<file path="config.mk">
export PLATFORM = sky130hd
export DESIGN_NAME = ifft_but_stream_flat
export DESIGN_NICKNAME = d
export VERILOG_FILES = /design/src/rtl/ifft_but_stream_if.sv /design/src/rtl/ifft_but_stream.sv /design/src/flat_wrapper.sv
export SDC_FILE = /design/constraint.sdc
export NUM_CORES = 1
export LEC_CHECK = 0
export ABC_AREA = 1
export ABC_CLOCK_PERIOD_IN_PS = 4700
export CAP_MARGIN = 15
export CORE_MARGIN = 2
export CORE_UTILIZATION = 40
export CTS_CLUSTER_SIZE = 10
export DETAILED_ROUTE_END_ITERATION = 10
export MAX_ROUTING_LAYER = met4
export PLACE_DENSITY = 0.63
export SYNTH_ARGS = -nofsm -noshare
export SYNTH_HDL_FRONTEND = slang
export SYNTH_SLANG_ARGS = --single-unit
</file>
<file path="constraint.sdc">
create_clock -name iCLK -period 4.7 [get_ports iCLK]
set_input_delay 0.47 -clock iCLK [delete_from_list [all_inputs] [get_ports iCLK]]
set_output_delay 0.47 -clock iCLK [all_outputs]
set_load 0.005 [all_outputs]
</file>
<file path="src/rtl/ifft_but_stream_if.sv">
// ---------------------------------------------------------------------------
// ifft_but_stream_if
// Streaming channel bundle for the radix-4 inverse butterfly.
// Input channel : iVALID, oREADY, iRE, iIM   (sample X0..X3 into the block)
// Output channel: oVALID, iREADY, oRE, oIM, oIDX, oLAST (Y0..Y3 out)
// Names follow the block's point of view: i* are driven by the environment,
// o* are driven by the butterfly.
// Modports: slave  = the butterfly itself
//           master = the surrounding environment (source and sink)
// ---------------------------------------------------------------------------
interface ifft_but_stream_if #(
  parameter int BIT = 17
);
  logic           iVALID;
  logic           oREADY;
  logic [BIT-1:0] iRE;
  logic [BIT-1:0] iIM;
  logic           oVALID;
  logic           iREADY;
  logic [BIT-1:0] oRE;
  logic [BIT-1:0] oIM;
  logic [1:0]     oIDX;
  logic           oLAST;

  modport slave (
    input  iVALID, iRE, iIM, iREADY,
    output oREADY, oVALID, oRE, oIM, oIDX, oLAST
  );

  modport master (
    output iVALID, iRE, iIM, iREADY,
    input  oREADY, oVALID, oRE, oIM, oIDX, oLAST
  );
endinterface

</file>
<file path="src/rtl/ifft_but_stream.sv">
// ---------------------------------------------------------------------------
// ifft_but_stream
// Streaming radix-4 inverse butterfly. Four complex samples are collected one
// per beat, the unscaled inverse DFT-4 is computed in one transfer cycle, and
// Y0..Y3 are emitted one per beat. Input and output buffers are independent,
// so a new frame can be collected while the previous one drains.
//
// Ports:
//   iCLK    clock
//   iRESET  synchronous active-high reset
//   bus     ifft_but_stream_if.slave (input and output valid/ready channels)
//   oOVF    sticky overflow flag
//
// Configuration:
//   IFFT_BUT_SAT_EN  defined  : results saturate to BIT bits, oOVF records clips
//                    undefined: results wrap to the low BIT bits, oOVF stays 0
// ---------------------------------------------------------------------------
module ifft_but_stream #(
  parameter int BIT = 17
) (
  input  logic                iCLK,
  input  logic                iRESET,
  ifft_but_stream_if.slave    bus,
  output logic                oOVF
);

  localparam int W = BIT + 2;

`ifdef IFFT_BUT_SAT_EN
  localparam logic SAT_EN = 1'b1;
`else
  localparam logic SAT_EN = 1'b0;
`endif

  // Result does not fit in BIT bits when the three top bits disagree.
  function automatic logic clip_fn(input logic signed [W-1:0] v);
    return !((v[W-1:BIT-1] == 3'b000) || (v[W-1:BIT-1] == 3'b111));
  endfunction

  // Reduce a BIT+2 result to BIT bits: clamp when saturating, else wrap.
  function automatic logic [BIT-1:0] reduce_fn(input logic signed [W-1:0] v,
                                               input logic sat);
    logic [BIT-1:0] res;
    if (sat && clip_fn(v)) begin
      if (v[W-1]) begin
        res = {1'b1, {(BIT-1){1'b0}}};
      end else begin
        res = {1'b0, {(BIT-1){1'b1}}};
      end
    end else begin
      res = v[BIT-1:0];
    end
    return res;
  endfunction

  // State
  logic [2:0]     in_cnt_r;
  logic           ready_r;
  logic [BIT-1:0] x_re_r [4];
  logic [BIT-1:0] x_im_r [4];
  logic [BIT-1:0] y_re_r [4];
  logic [BIT-1:0] y_im_r [4];
  logic           out_busy_r;
  logic [1:0]     out_cnt_r;
  logic           last_r;
  logic           ovf_r;

  // Combinational helpers
  logic                 in_hs_s;
  logic                 out_hs_s;
  logic                 xfer_s;
  logic [2:0]           in_cnt_s;
  logic signed [W-1:0]  a_re_s [4];
  logic signed [W-1:0]  a_im_s [4];
  logic signed [W-1:0]  r_re_s [4];
  logic signed [W-1:0]  r_im_s [4];
  logic [BIT-1:0]       q_re_s [4];
  logic [BIT-1:0]       q_im_s [4];
  logic                 clip_s;

  // Handshakes, transfer condition and next input count.
  always_comb begin
    in_hs_s  = bus.iVALID & ready_r;
    out_hs_s = out_busy_r & bus.iREADY;
    // Output buffer is free when idle or when Y3 leaves at this very edge.
    xfer_s   = (in_cnt_r == 3'd4) & (~out_busy_r | (out_hs_s & last_r));
    if (xfer_s) begin
      in_cnt_s = 3'd0;
    end else if (in_hs_s) begin
      in_cnt_s = in_cnt_r + 3'd1;
    end else begin
      in_cnt_s = in_cnt_r;
    end
  end

  // Inverse DFT-4 on sign-extended inputs, then reduction to BIT bits.
  always_comb begin
    for (int i = 0; i < 4; i++) begin
      a_re_s[i] = signed'({{2{x_re_r[i][BIT-1]}}, x_re_r[i]});
      a_im_s[i] = signed'({{2{x_im_r[i][BIT-1]}}, x_im_r[i]});
    end
    r_re_s[0] = a_re_s[0] + a_re_s[1] + a_re_s[2] + a_re_s[3];
    r_im_s[0] = a_im_s[0] + a_im_s[1] + a_im_s[2] + a_im_s[3];
    // Y1 = x0 + j*x1 - x2 - j*x3
    r_re_s[1] = a_re_s[0] - a_im_s[1] - a_re_s[2] + a_im_s[3];
    r_im_s[1] = a_im_s[0] + a_re_s[1] - a_im_s[2] - a_re_s[3];
    r_re_s[2] = a_re_s[0] - a_re_s[1] + a_re_s[2] - a_re_s[3];
    r_im_s[2] = a_im_s[0] - a_im_s[1] + a_im_s[2] - a_im_s[3];
    // Y3 = x0 - j*x1 - x2 + j*x3
    r_re_s[3] = a_re_s[0] + a_im_s[1] - a_re_s[2] - a_im_s[3];
    r_im_s[3] = a_im_s[0] - a_re_s[1] - a_im_s[2] + a_re_s[3];
    clip_s = 1'b0;
    for (int i = 0; i < 4; i++) begin
      q_re_s[i] = reduce_fn(r_re_s[i], SAT_EN);
      q_im_s[i] = reduce_fn(r_im_s[i], SAT_EN);
      clip_s    = clip_s | clip_fn(r_re_s[i]) | clip_fn(r_im_s[i]);
    end
  end

  // Input collection, transfer into the output shift buffer, and emission.
  always_ff @(posedge iCLK) begin
    if (iRESET) begin
      in_cnt_r   <= 3'd0;
      ready_r    <= 1'b1;
      out_busy_r <= 1'b0;
      out_cnt_r  <= 2'd0;
      last_r     <= 1'b0;
      ovf_r      <= 1'b0;
      for (int i = 0; i < 4; i++) begin
        x_re_r[i] <= {BIT{1'b0}};
        x_im_r[i] <= {BIT{1'b0}};
        y_re_r[i] <= {BIT{1'b0}};
        y_im_r[i] <= {BIT{1'b0}};
      end
    end else begin
      in_cnt_r <= in_cnt_s;
      ready_r  <= (in_cnt_s != 3'd4);
      if (in_hs_s) begin
        x_re_r[in_cnt_r[1:0]] <= bus.iRE;
        x_im_r[in_cnt_r[1:0]] <= bus.iIM;
      end
      if (xfer_s) begin
        for (int i = 0; i < 4; i++) begin
          y_re_r[i] <= q_re_s[i];
          y_im_r[i] <= q_im_s[i];
        end
        out_busy_r <= 1'b1;
        out_cnt_r  <= 2'd0;
        last_r     <= 1'b0;
        ovf_r      <= ovf_r | (SAT_EN & clip_s);
      end else if (out_hs_s) begin
        // Shift so the current sample always sits in slot 0; zeros fill in.
        for (int i = 0; i < 3; i++) begin
          y_re_r[i] <= y_re_r[i+1];
          y_im_r[i] <= y_im_r[i+1];
        end
        y_re_r[3]  <= {BIT{1'b0}};
        y_im_r[3]  <= {BIT{1'b0}};
        out_cnt_r  <= out_cnt_r + 2'd1;
        last_r     <= (out_cnt_r == 2'd2);
        out_busy_r <= ~last_r;
      end
    end
  end

  assign bus.oREADY = ready_r;
  assign bus.oVALID = out_busy_r;
  assign bus.oRE    = y_re_r[0];
  assign bus.oIM    = y_im_r[0];
  assign bus.oIDX   = out_cnt_r;
  assign bus.oLAST  = last_r;
  assign oOVF       = ovf_r;

endmodule

</file>
<file path="src/flat_wrapper.sv">
// flat-port wrapper written by rule: the top's interface ports become plain ports
module ifft_but_stream_flat 
#(
  parameter int BIT = 17
)
  (iCLK, iRESET, oOVF, bus_iVALID, bus_iRE, bus_iIM, bus_iREADY, bus_oREADY, bus_oVALID, bus_oRE, bus_oIM, bus_oIDX, bus_oLAST);
  ifft_but_stream_if #(.BIT(BIT)) bus_i ();
  input  logic iCLK;
  input  logic iRESET;
  output logic oOVF;
  input wire logic [$bits(bus_i.iVALID)-1:0] bus_iVALID;
  input wire logic [$bits(bus_i.iRE)-1:0] bus_iRE;
  input wire logic [$bits(bus_i.iIM)-1:0] bus_iIM;
  input wire logic [$bits(bus_i.iREADY)-1:0] bus_iREADY;
  output wire logic [$bits(bus_i.oREADY)-1:0] bus_oREADY;
  output wire logic [$bits(bus_i.oVALID)-1:0] bus_oVALID;
  output wire logic [$bits(bus_i.oRE)-1:0] bus_oRE;
  output wire logic [$bits(bus_i.oIM)-1:0] bus_oIM;
  output wire logic [$bits(bus_i.oIDX)-1:0] bus_oIDX;
  output wire logic [$bits(bus_i.oLAST)-1:0] bus_oLAST;
  assign bus_i.iVALID = bus_iVALID;
  assign bus_i.iRE = bus_iRE;
  assign bus_i.iIM = bus_iIM;
  assign bus_i.iREADY = bus_iREADY;
  assign bus_oREADY = bus_i.oREADY;
  assign bus_oVALID = bus_i.oVALID;
  assign bus_oRE = bus_i.oRE;
  assign bus_oIM = bus_i.oIM;
  assign bus_oIDX = bus_i.oIDX;
  assign bus_oLAST = bus_i.oLAST;
  ifft_but_stream #(.BIT(BIT)) u_core (.iCLK(iCLK), .iRESET(iRESET), .bus(bus_i), .oOVF(oOVF));
endmodule
</file>
* Word level (Yosys, flattened, before mapping)
Memory sizes are Yosys's and may differ from the RTL's. Cells that the tools add are included.
Word-level totals: flip-flop bits (word level) 8, bits in latches 0, memory bits (writable) 272, memory bits (read-only) 0, bits of input ports 38, output and inout port bits 40, memories 4
Memories:
- u_core.x_im_r | words 4, bits a word 17, rd ports 4, clocked after memory_dff 0, write ports 4, line ifft_but_stream.sv:60 | logic [BIT-1:0] x_im_r [4];
- u_core.x_re_r | words 4, bits a word 17, rd ports 4, clocked after memory_dff 0, write ports 4, line ifft_but_stream.sv:59 | logic [BIT-1:0] x_re_r [4];
- u_core.y_im_r | words 4, bits a word 17, rd ports 4, clocked after memory_dff 0, write ports 4, line ifft_but_stream.sv:62 | logic [BIT-1:0] y_im_r [4];
- u_core.y_re_r | words 4, bits a word 17, rd ports 4, clocked after memory_dff 0, write ports 4, line ifft_but_stream.sv:61 | logic [BIT-1:0] y_re_r [4];
Operators by class: add/subtract/negate cells 26, multipliers 0, div/mod/pow operators 0, $lt $le $gt $ge 0, equality and inequality tests 3, shift operators 0, multiplexer cells 38, bitwise logic cells 23, reduce and logical (&&, ||, !) cells 4
Operator list (number):
- two-way mux 17 bit | 18
- adder 17 bit | 12
- subtractor 17 bit | 12
- OR reduction 17 bit | 2
- OR 1 bit | 17
- two-way mux 1 bit | 16
- two-way mux 3 bit | 2
- bitwise AND 1 bit | 4
- two-way mux 2 bit | 2
- adder 3 x 1 -> 3 bit, second input constant | 1
- == test 3 bit, second input constant | 1
- inequality test 3 bit, second input constant | 1
- adder 2 x 1 -> 2 bit, second input constant | 1
- == test 2 bit, second input constant | 1
- inverter 1 bit | 2
- nonzero test 2 bit | 1
- OR reduction 2 bit | 1

* Depth between registers and ports, before layout
depth after elaboration 9, mapped depth 16, gate-level depth less buffers 16

* Worst setup path before layout
No wires, ideal clock.
path kind reg-to-reg, from memory u_core.x_im_r[2][0], to memory u_core.y_im_r[1][12] (data pin), data arrival time 2.898 ns, data required time 4.447 ns, setup slack 1.549 ns, stages on the path, launching flop included 16, path buffers 0, cell sequence edfxtp_1 inv_1 fa_1 inv_1 fa_1 inv_1 ha_1 fa_1 nand3_1 nand2_1 nand2_1 nand2_1 a21oi_1 nand2_1 nand3_1 nand2_1
RTL lines (line):
- start: declaration | ifft_but_stream.sv:60
- end: declaration | ifft_but_stream.sv:62

==> impl_results.md <==
- CP Cell Sequence: inv_1, fa_1, fa_1, inv_1, ha_1, nand2_1, inv_1, nand3_1, o21ai_1, nand2_1, a21oi_1, o21ai_1
- Most common cell in the netlist: nand2_1
- Register area: ~8000 sq um
- Fin Setup TNS: 0 ns
- YS warnings: 0
- Maxcap violations: 0
- Max incr delay on CP: about 0.51 ns
- Detail Route Antenna Nets: 0
- Synth Area per Inst: 8.61 sq um
- Met3 Wirelength: 4.59 mm
- Number of flops mapped to enable cells by yosys: 238
- Wl on met1: 33.5 mm
- Hold Vio Cnt, Final: 0
- Worst path most repeated cell: inv_1
- CP Launch Point: u_core.x_re_r[2][6]
- Share of layout cells above drive strength 1: under 10%
- Worst hold stages: 2
- Slew Viols, Final: 0
- Reg2reg end: u_core.y_re_r[0][9]
- Register area share after synthesis: 33.0%
- Core Region: 60,100 sq um
- Tightest Hold Check Type: flop to flop
- Post-synth top cells: 617 x nand2_1, 614 x inv_1, 256 x fa_1
- Htree depth: 2
- All-Layer GR Usage: roughly 25%
- Top routing layer used: met4
- Number of global-route vias before repair: roughly 19k
- DP HPWL: 58.9 mm
- Vias per inst: about 5.0
- Fillers: around 6k
- Multi-input logic area: between 10,000 and 15,000 sq um
- WL met2: ~34 mm
- Die area: approximately 63,000 sq um
- Die Height: about 250 um
- Max_slew headroom: between 40% and 50%
- Status: complete, no violations
- Crit share post-route: approximately 78%
- Largest cells by area after synthesis: edfxtp_1 30%, fa_1 21%, nand2_1 9.6%
- Worst-Skew Late Latency: between 0.5 and 0.6 ns
- Clock tree buffer depth: 3
- Port bufs: 76
- WL/cell: ~20 um
- Largest net degree at the start of global routing: between 90 and 100
- Clk sinks: 280
- Synth-to-Final Area Change: 11.5%
- Net Count, Synth: roughly 3.2k
- Hold_buf cts: 0
- Antenna violations before repair: 1
- Vias post-DR: about 19k
- Startpoint Class: flop
- Static Leak: between 10 and 15 nW
- Worst hold endpoint: u_core.y_im_r[3][4]
- CP bufs+invs: 3
- Setup-failing EPs final: 0
- Final wirelength: 73.7 mm
- Fmax: 272 MHz
- Worst r2r src: u_core.x_re_r[2][6]
- Unrepaired setup endpoints after global routing: false
- Post_cts resized: 0
- Mapped Cells: between 2k and 3k
- Initial Util: 40.3%
- Root buffer cell: clkbuf_16
- # nets final: around 3.3k
- Clock Skews: ~0.017 ns
- CP endpoint kind: flop
- Grt ovf: 0
- Initial DRC count: around 1.6k
- Hold_sp: u_core.y_im_r[3][4]
- RePlAce Congestion: 0.965
- Worst hold slack: around 0.46 ns
- First-pass GRT wire length: approximately 110 mm
- Setup Buffers After CTS: 0
- Die Wd: between 200 and 300 um
- Slew @ Worst Pin: approximately 0.88 ns
- Synth cell types: 39
- Non-Filler Instances: ~3.7k
- I/O Pins: just under 80
- CP required: 4.98 ns
- Ys async rst share: 0%
- Std-Cell Rows: 90
- TritonRoute pass-1 iters: 5
- WP data arrival: just under 4 ns
- Placed insts: 3,641
- Peak fanout along the critical path: 5
- R2r worst-path depth: 12
- CTS Buf Count: 37
- Netlist Area Pre-Place: around 24,000 sq um
- Tmin final: about 3.7 ns
- CP top delay family: adder cells
- Clock transition at the registers of the reported paths: 0.06 ns
- DRC: 0
- Setup CP Type: flop to flop
- Slowest CP cell: fa_1
- TritonCTS clock tree: yes
- Yosys reg bits: 280
- Ys flop type: edfxtp_1
- Post-synth top area share: about 30%
- Maximum VDD drop: around 0.21 mV
- Synth area leader: edfxtp_1
- Reg2reg setup slack: approximately 1.0 ns
- Cell Pwr Density: approximately 400 nW/um^2
how the worst max path moves through the flow:
stage	slack, ns	endpoint	depth (start not counted)
floorplan	1.55	u_core.y_im_r[1][12]	15
global placement	1.08	u_core.y_re_r[0][15]	14
detailed placement	1.08	u_core.y_re_r[0][9]	12
CTS	1.05	u_core.y_re_r[0][9]	12
global route	0.82	u_core.y_re_r[0][9]	12
finish	1.03	u_core.y_re_r[0][9]	12
routing by layer:
layer  global-route usage [%]  up-vias
met5                        -        -
met2                     39.3      527
met3                     3.33       78
met4                     5.63        0
li1                         -     8915
met1                     33.7     9077
cell usage in the layout, fill, tap and decap left out, drive strengths merged, types with 8 or more instances in the layout:
cell / count
buf: 15
nand3b: 14
ha: 137
nand2: 620
edfxtp: 238
a22o: 8
o21bai: 12
nand3: 150
o21ai: 134
clkbuf: 57
fa: 256
xnor2: 34
nor2: 251
clkdlybuf4s50: 76
a21oi: 177
nor3: 12
dfxtp: 42
inv: 618
xor2: 22
flip-flops by register name, indices dropped and copies added (netlist names):
| signal | count |
|---|---|
| u_core.x_im_r | 68 |
| u_core.x_re_r | 68 |
| u_core.y_im_r | 68 |
| u_core.y_re_r | 68 |
| u_core.in_cnt_r | 3 |
| u_core.bus.oIDX | 2 |
| u_core.bus.oLAST | 1 |
| u_core.bus.oREADY | 1 |
| u_core.bus.oVALID | 1 |
worst reg2reg max path, delay by kind of cell (launching register included):
kind                       cells  cell delay, ns
and+or+nand+nor                3            0.34
DFF                            1            0.47
AOI/OAI and AO/OA              3            0.83
adders and majority gates      3            1.36
buffers and inverters          3            0.40
where the power goes:
| part | internal [mW] | switching (mW) | leakage [nW] |
|---|---|---|---|
| clock network | 1.62 | 1.16 | 0.554 |
| logic | 1.79 | 3.46 | 9.38 |
| registers | 2.82 | 0.0973 | 2.81 |
| total | 6.24 | 4.71 | 12.7 |
area by class of cell:
type,count,area share (%)
clock inverters,8,0.278
inverters,619,8.61
repair buffers,91,3.42
multi-input cells,1869,50.5
clock buffers,57,3.98
diodes,1,0.00927
flip-flops and latches,280,29.6
well taps,782,3.62
per-stage QoR:
step | total power, mW | worst slack [ns] | util (%) | instance area, sq um
3_3_place_gp | 8.12 | 1.08 | 43.0 | 25900
5_1_grt | 11.7 | 0.817 | 44.9 | 27000
3_5_place_dp | 8.14 | 1.08 | 43.0 | 25900
2_1_floorplan | 6.53 | 1.55 | - | 24200
6_report | 11.0 | 1.03 | 44.9 | 27000
4_1_cts | 10.9 | 1.05 | 44.9 | 27000
cell families after synthesis:
kind of cell | Yosys count | share of synthesized area (%)
simple gates | 1075 | 18.3
buf+inv | 665 | 10.7
fa+ha+maj | 393 | 28.2
compound gates | 344 | 7.69
flops | 280 | 33.0
xor+xnor | 56 | 2.06
other cells | 1 | 0.0155
No activity file was read; power rests on OpenSTA's default activity.
==> edit 1 (same settings) <==
Register the output `oOVF` once more, with the module's reset; this adds one clock of latency there. The other outputs are not delayed to match.
--- a/src/rtl/ifft_but_stream.sv
+++ b/src/rtl/ifft_but_stream.sv
@@ -170,5 +170,11 @@
   assign bus.oIDX   = out_cnt_r;
   assign bus.oLAST  = last_r;
-  assign oOVF       = ovf_r;
+  always_ff @(posedge iCLK) begin
+    if (iRESET) begin
+      oOVF <= '0;
+    end else begin
+      oOVF <= ovf_r;
+    end
+  end
 
 endmodule
Behaviour: same outputs for any inputs over 4 cycles, from zero or initial values and one cycle with iRESET high; that may be too few to reach the edited logic, so the function may still have changed.
==> edit 1 against the unedited design <==
Sequential share of layout area grew 0.17 points. Non-clock buffer count grew 6. Total power grew 0.93%. Design area shrank 0.58%. Worst setup slack lost 0.0088 ns. Synthesized area shrank 0.80%. Count of clock-buffer cells in the layout shrank 4. Via count grew 2.1%. Sequential cell count is the same. Critical endpoint is now u_core.y_im_r[2][16]. Largest cell class unchanged. Largest power group unchanged. Routed wire length grew 0.30%.
==> edit 1: results (changes against the unedited design) <==
* Synth cell types at 33 (-15%)
* Reg clk slew, reported paths at 0.05 ns
* Post-synthesis sequential area ratio at 0.332 (+0.00265)
* Global-route wire length before repair at 113000 um (+0.45%)
* DR vias/cell at 5.12 (+2.1%)
* Area contributors post-synth: edfxtp_1 (30%), fa_1 (21%), nand2_1 (9.9%)
* Top_reg_cell synth: edfxtp_1
* Root Buffer: clkbuf_16
* YS warnings at 0 (unchanged)
* HPWL after DPL at 59400 um (+0.80%)
* Port-buffer cells at 76 (unchanged)
* Inserted Clock Buffers at 37 (unchanged)
* Initial antenna violation count at 0 (-1)
* Max VDD drop at 0.241 mV (+16%)
* Post-CTS resize count at 0 (unchanged)
* Post-synth EDFFs at 238 (unchanged)
* Actual slew at the worst max-slew pin at 0.888 ns (+0.00798 ns)
* Mapped Nets at 3245 (unchanged)
* Die X at 249 um (-0.39%)
* Synth async-reset ratio at 0 (unchanged)
* Diodes inserted at 0 (-1)
* Post-synth top cells: nand2_1 (636), inv_1 (603), nor2_1 (258)
* Max incr delay on CP at 0.61 ns (+0.10 ns)
* Placer Congestion at 1.02 (+5.7%)
* 1st-pass router iterations at 5 (unchanged)
* H-Tree Level Count at 2 (unchanged)
* Vias in the first global route at 19328 (+2.3%)
* Post-CTS Setup Repair Bufs at 0 (unchanged)
* HP Class: flop to flop
* Slowest stage cell, crit path: o21ai_0
* Largest net degree at the start of global routing at 86 (-7.5%)
* Final WL at 73900 um (+0.30%)
* Max Fanout on Critical Path at 4 (-1)
* Worst-Skew Late Latency at 0.57 ns
* Clock Tree Buf Depth at 3 (unchanged)
* Share of layout cells above drive strength 1 at 0.0276 (-0.00726)
* Data required, critical path at 5.02 ns (+0.04 ns)
* Clk_skew at 0.0299 ns (+0.0132 ns)
* # nets final at 3336 (+0.21%)
* Status: complete, no violations
* GR Util All Layers at 0.248 (+0.000964)
* Leak at 12.7 nW (-0.22%)
* 1st-iter DRT viols at 1729 (+8.8%)
-- edit 1: cell count changes after synthesis, moves of 7 or more --
cell      change
a21o_1        +7
a21oi_2      -10
clkbuf_1     +10
inv_1        -11
nand2_1      +19
nand3_2      -10
nor2_1        +8
o21ai_0      +17
o21ai_1      -10
-- edit 1: area by class of cell --
| cell class | count | area [um^2] |
|---|---|---|
| Clock inverter | 13 | 115 |
| Tap cell | 773 | 967 |
| Inverter | 606 | 2270 |
| Fill cell | 5916 | 32400 |
| Multi-Input combinational cell | 1883 | 13600 |
| Clock buffer | 53 | 996 |
| Timing Repair Buffer | 97 | 943 |
| Sequential cell | 280 | 7990 |
-- edit 1: path summary, 6_finish.rpt --
kind,start,end,cells after the start,slack (ns)
worst min-delay path,u_core.y_re_r[3][13],u_core.y_re_r[3][13],2,0.46
worst max register to register,u_core.x_im_r[2][2],u_core.y_im_r[2][16],14,1.02
worst min register to register,u_core.y_re_r[3][13],u_core.y_re_r[3][13],2,0.46
worst max-delay path,u_core.x_im_r[2][2],u_core.y_im_r[2][16],14,1.02
-- edit 1: power by group --
part	switching [mW]	internal, mW	leakage [nW]
Combinational	3.58	1.83	9.36
Clock	1.15	1.58	0.539
Sequential	0.0977	2.83	2.81
-- edit 1: per-layer routing --
layer	GRT usage	wire (um)	up-vias
met5	-	0	-
met4	0.0702	1930	0
met3	0.0352	5500	113
met2	0.382	33100	657
met1	0.343	33400	9265
li1	-	-	8945
-- edit 1: worst max-delay path, delay by kind of cell (launching register included) --
kind / cells / cell delay (ns)
AO/OA/AOI/OAI: 1 / 0.61
AND/OR/NAND/NOR: 8 / 0.79
adder cells (fa/ha/maj): 3 / 1.37
flip-flops: 1 / 0.46
buffers and inverters: 2 / 0.22
-- edit 1: stage by stage --
step                      utilization  setup slack (ns)  cells  area [um^2]
final                           0.453              1.02   3705        26800
after global routing            0.453             0.757   3705        26800
after CTS                       0.453              1.08   3705        26800
after detailed placement        0.434              1.08   3639        25700
after global placement          0.434              1.08   3639        25700
after floorplan                     -              1.08   2814        24000
-- edit 1: kinds of logic (layout without fill, tap and decap cells) --
group	after synthesis	count (layout)	synth area share
fa+ha+maj	393	393	0.285
buf+inv	651	769	0.104
other cells	1	1	0.000156
simple gates	1090	1090	0.184
xor+xnor	46	46	0.0168
flops	280	280	0.332
compound gates	353	353	0.0782
==> edit 2 (same settings) <==
Without the edit above. Build with the macro `IFFT_BUT_SAT_EN` defined.
--- a/src/rtl/ifft_but_stream.sv
+++ b/src/rtl/ifft_but_stream.sv
@@ -16,4 +16,6 @@
 //                    undefined: results wrap to the low BIT bits, oOVF stays 0
 // ---------------------------------------------------------------------------
+`define IFFT_BUT_SAT_EN
+
 module ifft_but_stream #(
   parameter int BIT = 17
Check against the original RTL: not equivalent (a bounded check fails within 10 cycles, from zero or initial values and one cycle with iRESET high).
==> edit 2 against the unedited design <==
Maximum frequency fell by 18%. First-iteration DRC count is 12% higher. Routed wire length increased by 2.9%. Non-clock buffer count increased by 8. Total power up 25%. Largest cell class unchanged. Count of clock-buffer cells in the layout rose by 1. Design area up 7.2%. Sequential cell count rose by 1. Sequential power increased by 2%. Critical path type unchanged. Synthesized area grew 7.9%. Clock power decreased by 7.9%. Worst setup slack got worse by 0.83 ns.
==> edit 2: results (changes against the unedited design) <==
* Status: complete, no violations
* CP delay by family, top: simple AND/OR/NAND/NOR gates
* Diodes inserted at 0 (-1)
* Largest net degree at the start of global routing at 69 (-26%)
* Slowest stage cell, crit path: edfxtp_1
* Placer Congestion at 0.937 (-2.9%)
* Non-Filler Instances at 4029 (+8.7%)
* Switching power at 6.58 mW (+40%)
* 1st-pass router iterations at 6 (+1)
* Post-synth top cells: nand2_1 (692), inv_1 (640), fa_1 (280)
* R2r setup slk at 0.20 ns (-0.83 ns)
* Post-synthesis sequential area ratio at 0.307 (-0.0233)
* Synth cell types at 52 (+33%)
* CP Launch Point: u_core.x_im_r[3][1]
* Max incr delay on CP at 0.49 ns (-0.02 ns)
* Proportion of power drawn by flip-flops and latches at 0.219 (-0.048)
* Clk_skew at 0.0208 ns (+0.00404 ns)
* Mapped Nets at 3534 (+8.9%)
* Placed cell areas at 27900 um^2 (+7.8%)
* Share of layout cells above drive strength 1 at 0.0476 (+0.0127)
* Max VDD drop at 0.288 mV (+38%)
* GR Util All Layers at 0.235 (-0.0121)
* Port-buffer cells at 77 (+1.3%)
* Slew margin rel. at 0.252 (-0.159)
* Min Hold Slack at 0.471 ns (+0.00661 ns)
* Crit path DAT at 4.95 ns (+0.99 ns)
* Hold endpoint: u_core.y_re_r[3][13]
* Inserted Clock Buffers at 36 (-2.7%)
* Vias in the first global route at 19623 (+3.8%)
* Hold_sp: u_core.y_re_r[3][13]
* CP Capture Point: u_core.oOVF
* HPWL after DPL at 61800 um (+4.9%)
* 1st-iter DRT viols at 1785 (+12%)
* # nets final at 3619 (+8.7%)
* Leak at 13.7 nW (+7.5%)
* Seq. pwr at 2.99 mW (+2%)
* R2R cell count at 24 (+12)
* Max Fanout on Critical Path at 13 (+8)
* DP Worst Slack at 0.262 ns (-0.818 ns)
-- edit 2: cell type report --
| cell class | count | area (um^2) |
|---|---|---|
| inverter | 653 | 2450 |
| sequential | 281 | 8010 |
| clock buffer | 58 | 1010 |
| multi-input combinational | 2077 | 15400 |
| tap | 855 | 1070 |
| clock inverter | 6 | 33.8 |
| timing repair buffer | 99 | 936 |
| fill | 6434 | 35500 |
-- edit 2: cells by family (layout without fill, tap and decap cells) --
logic type,Yosys count,count (layout),share of synthesized area
flip-flops,281,281,0.307
AND/OR/NAND/NOR,1143,1143,0.183
AO/OA/AOI/OAI,393,393,0.0819
adder cells (fa/ha/maj),433,433,0.288
buffers and inverters,705,816,0.105
XOR/XNOR,108,108,0.0362
-- edit 2: per-layer routing --
layer  vias up  wire, um  GRT usage
li1       9730         -          -
met1      9636     33800      0.316
met2       656     35000      0.370
met3       108      4560     0.0290
met4         0      2580     0.0750
met5         -         0          -
